File: src/rtl/instr_prefetch_queue_pkg.sv
// rtl/instr_prefetch_queue_pkg.sv - shared types and defaults for the instruction prefetch queue
package instr_prefetch_queue_pkg;

    localparam int PF_DEPTH = 4;
    localparam int PF_PC_W  = 8;

    typedef logic [7:0] instr_t;

    typedef enum logic [1:0] {
        PF_IDLE,
        PF_REQ,
        PF_DRAIN
    } pf_state_e;

endpackage

File: src/rtl/instr_prefetch_queue_fifo.sv
// rtl/instr_prefetch_queue_fifo.sv - synchronous FIFO with flush, occupancy count and head data
module instr_prefetch_queue_fifo #(
    parameter int W     = 16,
    parameter int DEPTH = 4,
    parameter int CNT_W = $clog2(DEPTH) + 1
) (
    input  logic             clk,
    input  logic             n_rst,
    input  logic             push,
    input  logic [W-1:0]     push_data,
    input  logic             pop,
    input  logic             flush,
    output logic [CNT_W-1:0] count,
    output logic [W-1:0]     head_data
);

    localparam int PTR_W = $clog2(DEPTH);

    logic [W-1:0]     mem [DEPTH];
    logic [PTR_W-1:0] wr_ptr;
    logic [PTR_W-1:0] rd_ptr;

    // The caller guarantees push never targets a full FIFO and pop never an empty one.
    always_ff @(posedge clk) begin
        if (!n_rst) begin
            wr_ptr <= '0;
            rd_ptr <= '0;
            count  <= '0;
            for (int i = 0; i < DEPTH; i++) begin
                mem[i] <= '0;
            end
        end else if (flush) begin
            wr_ptr <= '0;
            rd_ptr <= '0;
            count  <= '0;
        end else begin
            if (push) begin
                mem[wr_ptr] <= push_data;
                wr_ptr      <= wr_ptr + PTR_W'(1);
            end
            if (pop) begin
                rd_ptr <= rd_ptr + PTR_W'(1);
            end
            count <= count + CNT_W'(push) - CNT_W'(pop);
        end
    end

    assign head_data = mem[rd_ptr];

endmodule

File: src/rtl/instr_prefetch_queue.sv
// rtl/instr_prefetch_queue.sv - sequential instruction fetch FSM feeding a prefetch FIFO with redirect/squash
module instr_prefetch_queue
    import instr_prefetch_queue_pkg::*;
#(
    parameter int              PC_W     = PF_PC_W,
    parameter int              DEPTH    = PF_DEPTH,
    parameter logic [PC_W-1:0] RESET_PC = '0
) (
    input  logic            clk,
    input  logic            n_rst,
    input  logic            redirect,
    input  logic [PC_W-1:0] redirect_pc,
    input  logic            stop,
    output logic            imem_req,
    output logic [PC_W-1:0] imem_addr,
    input  logic            imem_ack,
    input  instr_t          imem_rdata,
    output logic            out_valid,
    input  logic            out_ready,
    output instr_t          out_instr,
    output logic [PC_W-1:0] out_pc,
    output logic            empty
);

    localparam int CNT_W   = $clog2(DEPTH) + 1;
    localparam int ENTRY_W = 8 + PC_W;

    pf_state_e           state;
    logic [PC_W-1:0]     fetch_pc;
    logic [CNT_W-1:0]    count;
    logic [CNT_W-1:0]    cnt_next;
    logic [ENTRY_W-1:0]  head;
    logic                push;
    logic                pop;
    logic                can_issue;

    // Redirect beats both a completing fetch and a decoder pop in the same cycle.
    assign push      = (state == PF_REQ) && imem_ack && !redirect;
    assign pop       = out_valid && out_ready && !redirect;
    assign cnt_next  = count + CNT_W'(push) - CNT_W'(pop);
    assign can_issue = !stop && !redirect && (cnt_next < CNT_W'(DEPTH));

    always_ff @(posedge clk) begin
        if (!n_rst) begin
            state     <= PF_IDLE;
            fetch_pc  <= RESET_PC;
            imem_req  <= 1'b0;
            imem_addr <= '0;
        end else begin
            case (state)
                PF_IDLE: begin
                    if (redirect) begin
                        fetch_pc <= redirect_pc;
                    end else if (can_issue) begin
                        imem_req  <= 1'b1;
                        imem_addr <= fetch_pc;
                        state     <= PF_REQ;
                    end
                end
                PF_REQ: begin
                    if (imem_ack) begin
                        imem_req <= 1'b0;
                        state    <= PF_IDLE;
                        fetch_pc <= redirect ? redirect_pc : imem_addr + PC_W'(1);
                    end else if (redirect) begin
                        // The memory still owes a response; keep the port stable and drop it later.
                        fetch_pc <= redirect_pc;
                        state    <= PF_DRAIN;
                    end
                end
                PF_DRAIN: begin
                    if (redirect) begin
                        fetch_pc <= redirect_pc;
                    end
                    if (imem_ack) begin
                        imem_req <= 1'b0;
                        state    <= PF_IDLE;
                    end
                end
                default: state <= PF_IDLE;
            endcase
        end
    end

    instr_prefetch_queue_fifo #(
        .W     (ENTRY_W),
        .DEPTH (DEPTH),
        .CNT_W (CNT_W)
    ) u_fifo (
        .clk       (clk),
        .n_rst     (n_rst),
        .push      (push),
        .push_data ({imem_rdata, imem_addr}),
        .pop       (pop),
        .flush     (redirect),
        .count     (count),
        .head_data (head)
    );

    assign out_valid = (count != '0);
    assign out_instr = head[ENTRY_W-1 -: 8];
    assign out_pc    = head[PC_W-1:0];
    assign empty     = (count == '0) && !imem_req;

endmodule

File: config.mk
export PLATFORM = sky130hd
export DESIGN_NAME = instr_prefetch_queue
export DESIGN_NICKNAME = d
export VERILOG_FILES = /design/src/rtl/instr_prefetch_queue_pkg.sv /design/src/rtl/instr_prefetch_queue_fifo.sv /design/src/rtl/instr_prefetch_queue.sv
export SDC_FILE = /design/constraint.sdc
export NUM_CORES = 1
export LEC_CHECK = 0
export BUFFER_PORTS_ARGS = -buffer_cell sky130_fd_sc_hd__buf_2
export CORE_ASPECT_RATIO = 1.25
export CORE_MARGIN = 2
export CORE_UTILIZATION = 40
export DETAILED_ROUTE_END_ITERATION = 8
export GPL_TIMING_DRIVEN = 0
export PLACE_DENSITY_LB_ADDON = 0.2
export SLEW_MARGIN = 10
export SYNTH_ARGS = -nofsm -noshare
export SYNTH_HDL_FRONTEND = slang
export SYNTH_HIERARCHICAL = 1
export SYNTH_SLANG_ARGS = --single-unit
File: constraint.sdc
create_clock -name clk -period 3.8 [get_ports clk]
set_clock_uncertainty 0.2 [all_clocks]
set_input_delay 0.19 -clock clk [delete_from_list [all_inputs] [get_ports clk]]
set_output_delay 0.19 -clock clk [all_outputs]
set_load 0.01 [all_outputs]
# Word level (Yosys, flattened, before mapping)
# Memories as Yosys holds them, arrays and structs flattened. A register that Yosys moved wholly into a read port is not among the register bits.
# Index checks and enable logic that the tools add are counted.
[totals] mem_bits_rw=64 memories=1 ff_bits=26 inputBits=22 out_inout_bits=27
[mem_list] name="u_fifo.mem" words=4 width=16 read_ports=1 rd_ports_with_merged_regs=1 wr=4 line_no="instr_prefetch_queue_fifo.sv:19" source="logic [W-1:0] mem [DEPTH];"
[classes] n_mux=24 order_cmp=1 reduce_logical=22 n_eq_ne=7 bitwise=2 add_sub_neg=5
[op_table] cell="2-to-1 mux 8 bit" n=3
[op_table] cell="2-to-1 mux 16 bit" n=1
[op_table] cell="2-to-1 mux 2 bit" n=8
[op_table] cell="one-hot mux 8 bit (2 select lines)" n=1
[op_table] cell="OR reduction 16 bit" n=1
[op_table] cell="2-to-1 mux 1 bit" n=9
[op_table] cell="adder 8 x 1 -> 8 bit (second input constant)" n=1
[op_table] cell="AND reduction 4 bit" n=2
[op_table] cell="logical AND 1 bit" n=7
[op_table] cell="inequality test 2 bit (second input constant)" n=3
[op_table] cell="one-hot mux 2 bit (3 select lines)" n=1
[op_table] cell="OR reduction 2 bit" n=3
[op_table] cell="adder 2 x 1 -> 2 bit (second input constant)" n=2
[op_table] cell="nonzero test 2 bit" n=2
[op_table] cell="adder 3 x 1 -> 3 bit" n=1
[op_table] cell="zero test 1 bit" n=3
[op_table] cell="zero test 3 bit" n=1
[op_table] cell="< comparator 3 bit (second input constant)" n=1
[op_table] cell="inequality test 3 bit (second input constant)" n=1
[op_table] cell="AND reduction 3 bit" n=1
[op_table] cell="nonzero test 3 bit" n=1
[op_table] cell="subtractor 3 x 1 -> 3 bit" n=1
[op_table] cell="equality test 2 x 1 -> 1 bit (second input constant)" n=1
[op_table] cell="equality test 2 bit (second input constant)" n=1
[op_table] cell="other kinds (4)" n=5

# Logic depth before layout (Yosys ltp)
[logic_depth] depth_word=10 depth_mapped=13

# Modules after synthesis
# Netlist, hierarchy kept.
[modules_own_cells] module="instr_prefetch_queue_fifo" instances=1 area_each_um2=3103.0 cells_each=217
[modules_own_cells] module="instr_prefetch_queue" instances=1 area_each_um2=1151.1 cells_each=144

# Worst setup path before layout
# OpenSTA, ideal clock, no wires.
[synth_timing] kind="register -> register" start="register u_fifo.count[1]" end="register imem_addr[0]" path_stages_with_launch=8 path_slack_ns=0.920 setup_ns=0.072 period_less_slack_ns=2.880 arrival_time_ns=2.608 n_path_buf=0 path_cell_list="dfxtp_1 > or3_2 > and3_1 > ha_1 > nand3b_1 > a2111o_1 > a21oi_4 > mux2i_1"
[synth_between] elab_chain_len=7 word_cells_on_any_way=8
[synth_lines] item="start: declaration" line_no="instr_prefetch_queue_fifo.sv:13" source="output logic [CNT_W-1:0] count,"
[synth_lines] item="start signal: assignment" line_no="instr_prefetch_queue_fifo.sv:44" source="count <= count + CNT_W'(push) - CNT_W'(pop);"
[synth_lines] item="nonzero test 3 bit" line_no="instr_prefetch_queue.sv:100" source="assign out_valid = (count != '0);"
[synth_lines] item="net out_valid" line_no="instr_prefetch_queue.sv:18" source="output logic out_valid,"
[synth_lines] item="logical AND 1 bit (2 in series)" line_no="instr_prefetch_queue.sv:39" source="assign pop = out_valid && out_ready && !redirect;"
[synth_lines] item="net pop" line_no="instr_prefetch_queue.sv:34" source="logic pop;"
[synth_lines] item="subtractor 3 x 1 -> 3 bit" line_no="instr_prefetch_queue.sv:40" source="assign cnt_next = count + CNT_W'(push) - CNT_W'(pop);"
[synth_lines] item="< comparator 3 bit" line_no="instr_prefetch_queue.sv:41" source="assign can_issue = !stop && !redirect && (cnt_next < CNT_W'(DEPTH));"
[synth_lines] item="logical AND 1 bit" line_no="instr_prefetch_queue.sv:41"
[synth_lines] item="AND reduction 3 bit (no line)"
[synth_lines] item="end signal: assignment" line_no="instr_prefetch_queue.sv:56" source="imem_addr <= fetch_pc;"
[synth_lines] item="end: declaration" line_no="instr_prefetch_queue.sv:15" source="output logic [PC_W-1:0] imem_addr,"
# The timed path passes the listed nets, and every way through them passes these cells.
# A chain may end at the register's enable or synchronous reset.

==> metrics.md <==
| Metric | Value |
|---|---|
| RSZ-0062 raised after global routing | `no` |
| Fin nets | `460` |
| Root buffer cell | `clkbuf_16` |
| Setup slack at placement | `208.5 ps` |
| Via count of the routed design | `2928` |
| Worst path required time | `3560 ps` |
| Mapped cell area | `0.004254 mm^2` |
| Post-DP HPWL | `6.126 mm` |
| CTS tree | `done` |
| Crit path launch type | `input port` |
| Pwr dens | `413.3 mW/mm^2` |
| CP Cell Sequence | `buf_2, clkbuf_1, inv_1, clkbuf_1, and3_1, buf_4, or4b_1, buf_2, buf_6, nand2_1` |
| Residual DRC count | `0` |
| Pint | `1604 uW` |
| Clock power frac | `38.8%` |
| Syn avg cell area | `11.78 um^2` |
| Syn nets | `393` |
| Setup ws final | `576.2 ps` |
| Synth Register Bits | `92` |
| Fin. max-slew vios | `0` |
| GRT Overall Usage | `16.90%` |
| H-tree depth | `3` |
| Layout overhead on the synthesized area | `17.74%` |
| Async set-reset flop share out of synthesis | `0%` |
| Number of synthesis warnings | `6` |
| Antenna violations before repair | `0` |
| Synth top area share | `45.18%` |
| WP buf/inv | `7` |
| Die extent in y | `119.3 um` |
| Cell variety after synth | `50` |
| CTS sink cnt | `92` |
| Top cell type by total area after synthesis | `edfxtp_1` |
| Relative slew slack | `45.00%` |
| Hold Path Class | `input port to flip-flop` |
| Full die area | `0.01148 mm^2` |
| Max VDD drop | `207.3 uV` |
| Switching portion of total power | `22.49%` |
| Critical path arrival | `2980 ps` |
| CTS max path bufs | `2` |
| Post-synth top cells | `nor2_1, edfxtp_1, nand2_1` |
| Largest net degree at the start of global routing | `17` |
| Routed WL | `9.087 mm` |
| Global-route wire length before repair | `14.59 mm` |
| CTS resizes | `0` |
| Total Power | `2070 uW` |
| TNS Setup | `0 ps` |
| Clk_lat worst skew | `330 ps` |
| LEAKAGE | `0.001819 uW` |
| Post-synth EDFFs | `64` |
| Io pins | `49` |
| Initial core utilization | `40.68%` |
| Worst-path clk slew | `60 ps` |
| Synth top area cells | `edfxtp_1, dfxtp_1, mux4_2, nor2_1, nand2_1` |
| Largest stage delay on the critical path | `600 ps` |
| Synth Flop Type | `edfxtp_1` |
| Iter 0 DRT Violations | `129` |
| Slowest stage cell, crit path | `nand2_1` |
| Worst Setup End Kind | `flip-flop` |
| Status | `finished clean` |
| Actual slew at the worst max-slew pin | `822.9 ps` |
| Antenna cells | `0` |
| Seq/Total Area, Yosys | `58.35%` |
| F_max | `0.3102 GHz` |
| Final worst path period share | `84.84%` |
| Gr ovfl total | `0` |
| Max FO, Critical Path | `16` |
| CP top delay family | `buffers and inverters` |
| Standard-cell rows | `42` |
| Critical path class | `input port to flip-flop` |
| Worst-case hold slack | `23.51 ps` |
| Reg power frac | `54.3%` |
| Routed vias/inst | `5.182` |
| CTS Buf Count | `9` |
| Switch Pwr | `465.5 uW` |
| Final core occ | `47.89%` |
| Count leader, synth | `nor2_1` |
| RePlAce Congestion | `0.7584` |
| Die width | `96.24 um` |
| Max cap viols | `0` |
| Final ANT Viol Nets | `0` |
| DRT Pass-1 Iters | `4` |
| Port Buffer Count | `48` |
| Vias in the first global route | `2908` |
| Post-CTS setup buffers | `0` |
| DR WL/cell | `16.08 um` |
| Syn Inst Count | `361` |
| Final setup viols | `0` |
| Final Hold Fails | `0` |
| Combinational share of power | `7.0%` |
| Core Region | `0.01046 mm^2` |
| Hold_buf cts | `8` |
| Layout cells sized above 1 | `24.25%` |
| Final worst path period need | `3224 ps` |
[routing by layer]
| layer | global-route usage, % | share of wire (%) |
|---|---|---|
| met1 | 20.81 | 42 |
| met4 | 7.589 | 2.4 |
| met3 | 2.973 | 3.7 |
| met5 | 0 | 0 |
| met2 | 28.43 | 52 |
[registers in the layout (all words and copies together) (netlist names), named ones only]
signal / flops
u_fifo/count: 3
state: 2
fetch_pc: 8
imem_addr: 8
imem_req: 1
u_fifo/rd_ptr: 2
u_fifo/mem: 64
u_fifo/wr_ptr: 2
[cells in the final DEF (no fill, tap or decap), drive strengths merged, types with 8 or more instances in the layout]
| master | netlist | final |
|---|---|---|
| dlygate4sd3 | 0 | 8 |
| clkbuf | 12 | 21 |
| a21oi | 15 | 15 |
| edfxtp | 64 | 64 |
| nand2 | 44 | 44 |
| dfxtp | 28 | 28 |
| o21ai | 10 | 10 |
| nor2 | 76 | 76 |
| ha | 9 | 9 |
| mux2i | 8 | 8 |
| mux4 | 16 | 16 |
| inv | 16 | 16 |
| buf | 9 | 57 |
[final cells by class]
class | instances | area (um^2)
buffer | 21 | 100.1
sequential | 92 | 2482
inverter | 16 | 60.06
clock buffer | 9 | 225.2
multi-input combinational | 232 | 1612
tap | 132 | 165.2
timing repair buffer | 56 | 320.3
clock inverter | 7 | 43.79
fill | 984 | 5449
[path summary, 6_finish.rpt]
check / startpoint / endpoint / slack [ps] / cells after the start
setup / recovery: redirect / u_fifo/mem[0][15]$_SDFFCE_PN0P_ / 580 / 10
hold / removal: imem_rdata[7] / u_fifo/mem[1][15]$_SDFFCE_PN0P_ / 20 / 3
setup reg to reg: u_fifo/count[1]$_SDFF_PP0_ / imem_addr[7]$_SDFFE_PN0P_ / 730 / 7
hold reg to reg: fetch_pc[6]$_SDFFE_PN0P_ / imem_addr[6]$_SDFFE_PN0P_ / 270 / 2
[worst min-delay path, delay by kind of cell]
| kind | cells | cell delay (ps) |
|---|---|---|
| and+or+nand+nor | 2 | 170 |
| buffers and inverters | 1 | 80 |
[cell families (layout without fill, tap and decap cells)]
logic type,count (synthesis),in the layout,synth area share (%)
simple gates,147,147,15.68
flops,92,92,58.35
compound gates,42,42,6.559
buf+inv,37,109,3.764
mux,24,24,10.35
fa+ha+maj,10,10,3.118
xor+xnor,9,9,2.176
[through the flow]
step,cell area [um^2],std cells
floorplan,4254,361
detailed placement,4659,541
finish,5009,565
global route,5009,565
CTS,5009,565
global placement,4659,541
[power by group through the flow]
stage	Clock (uW)	Combinational, uW	Sequential, uW
2_1_floorplan	0	88.3	1140
3_3_place_gp	0	139	1140
3_5_place_dp	0	140	1150
4_1_cts	830	146	1120
5_1_grt	865	160	1130
6_report	803	144	1120
(Power assumes the default switching activity.)
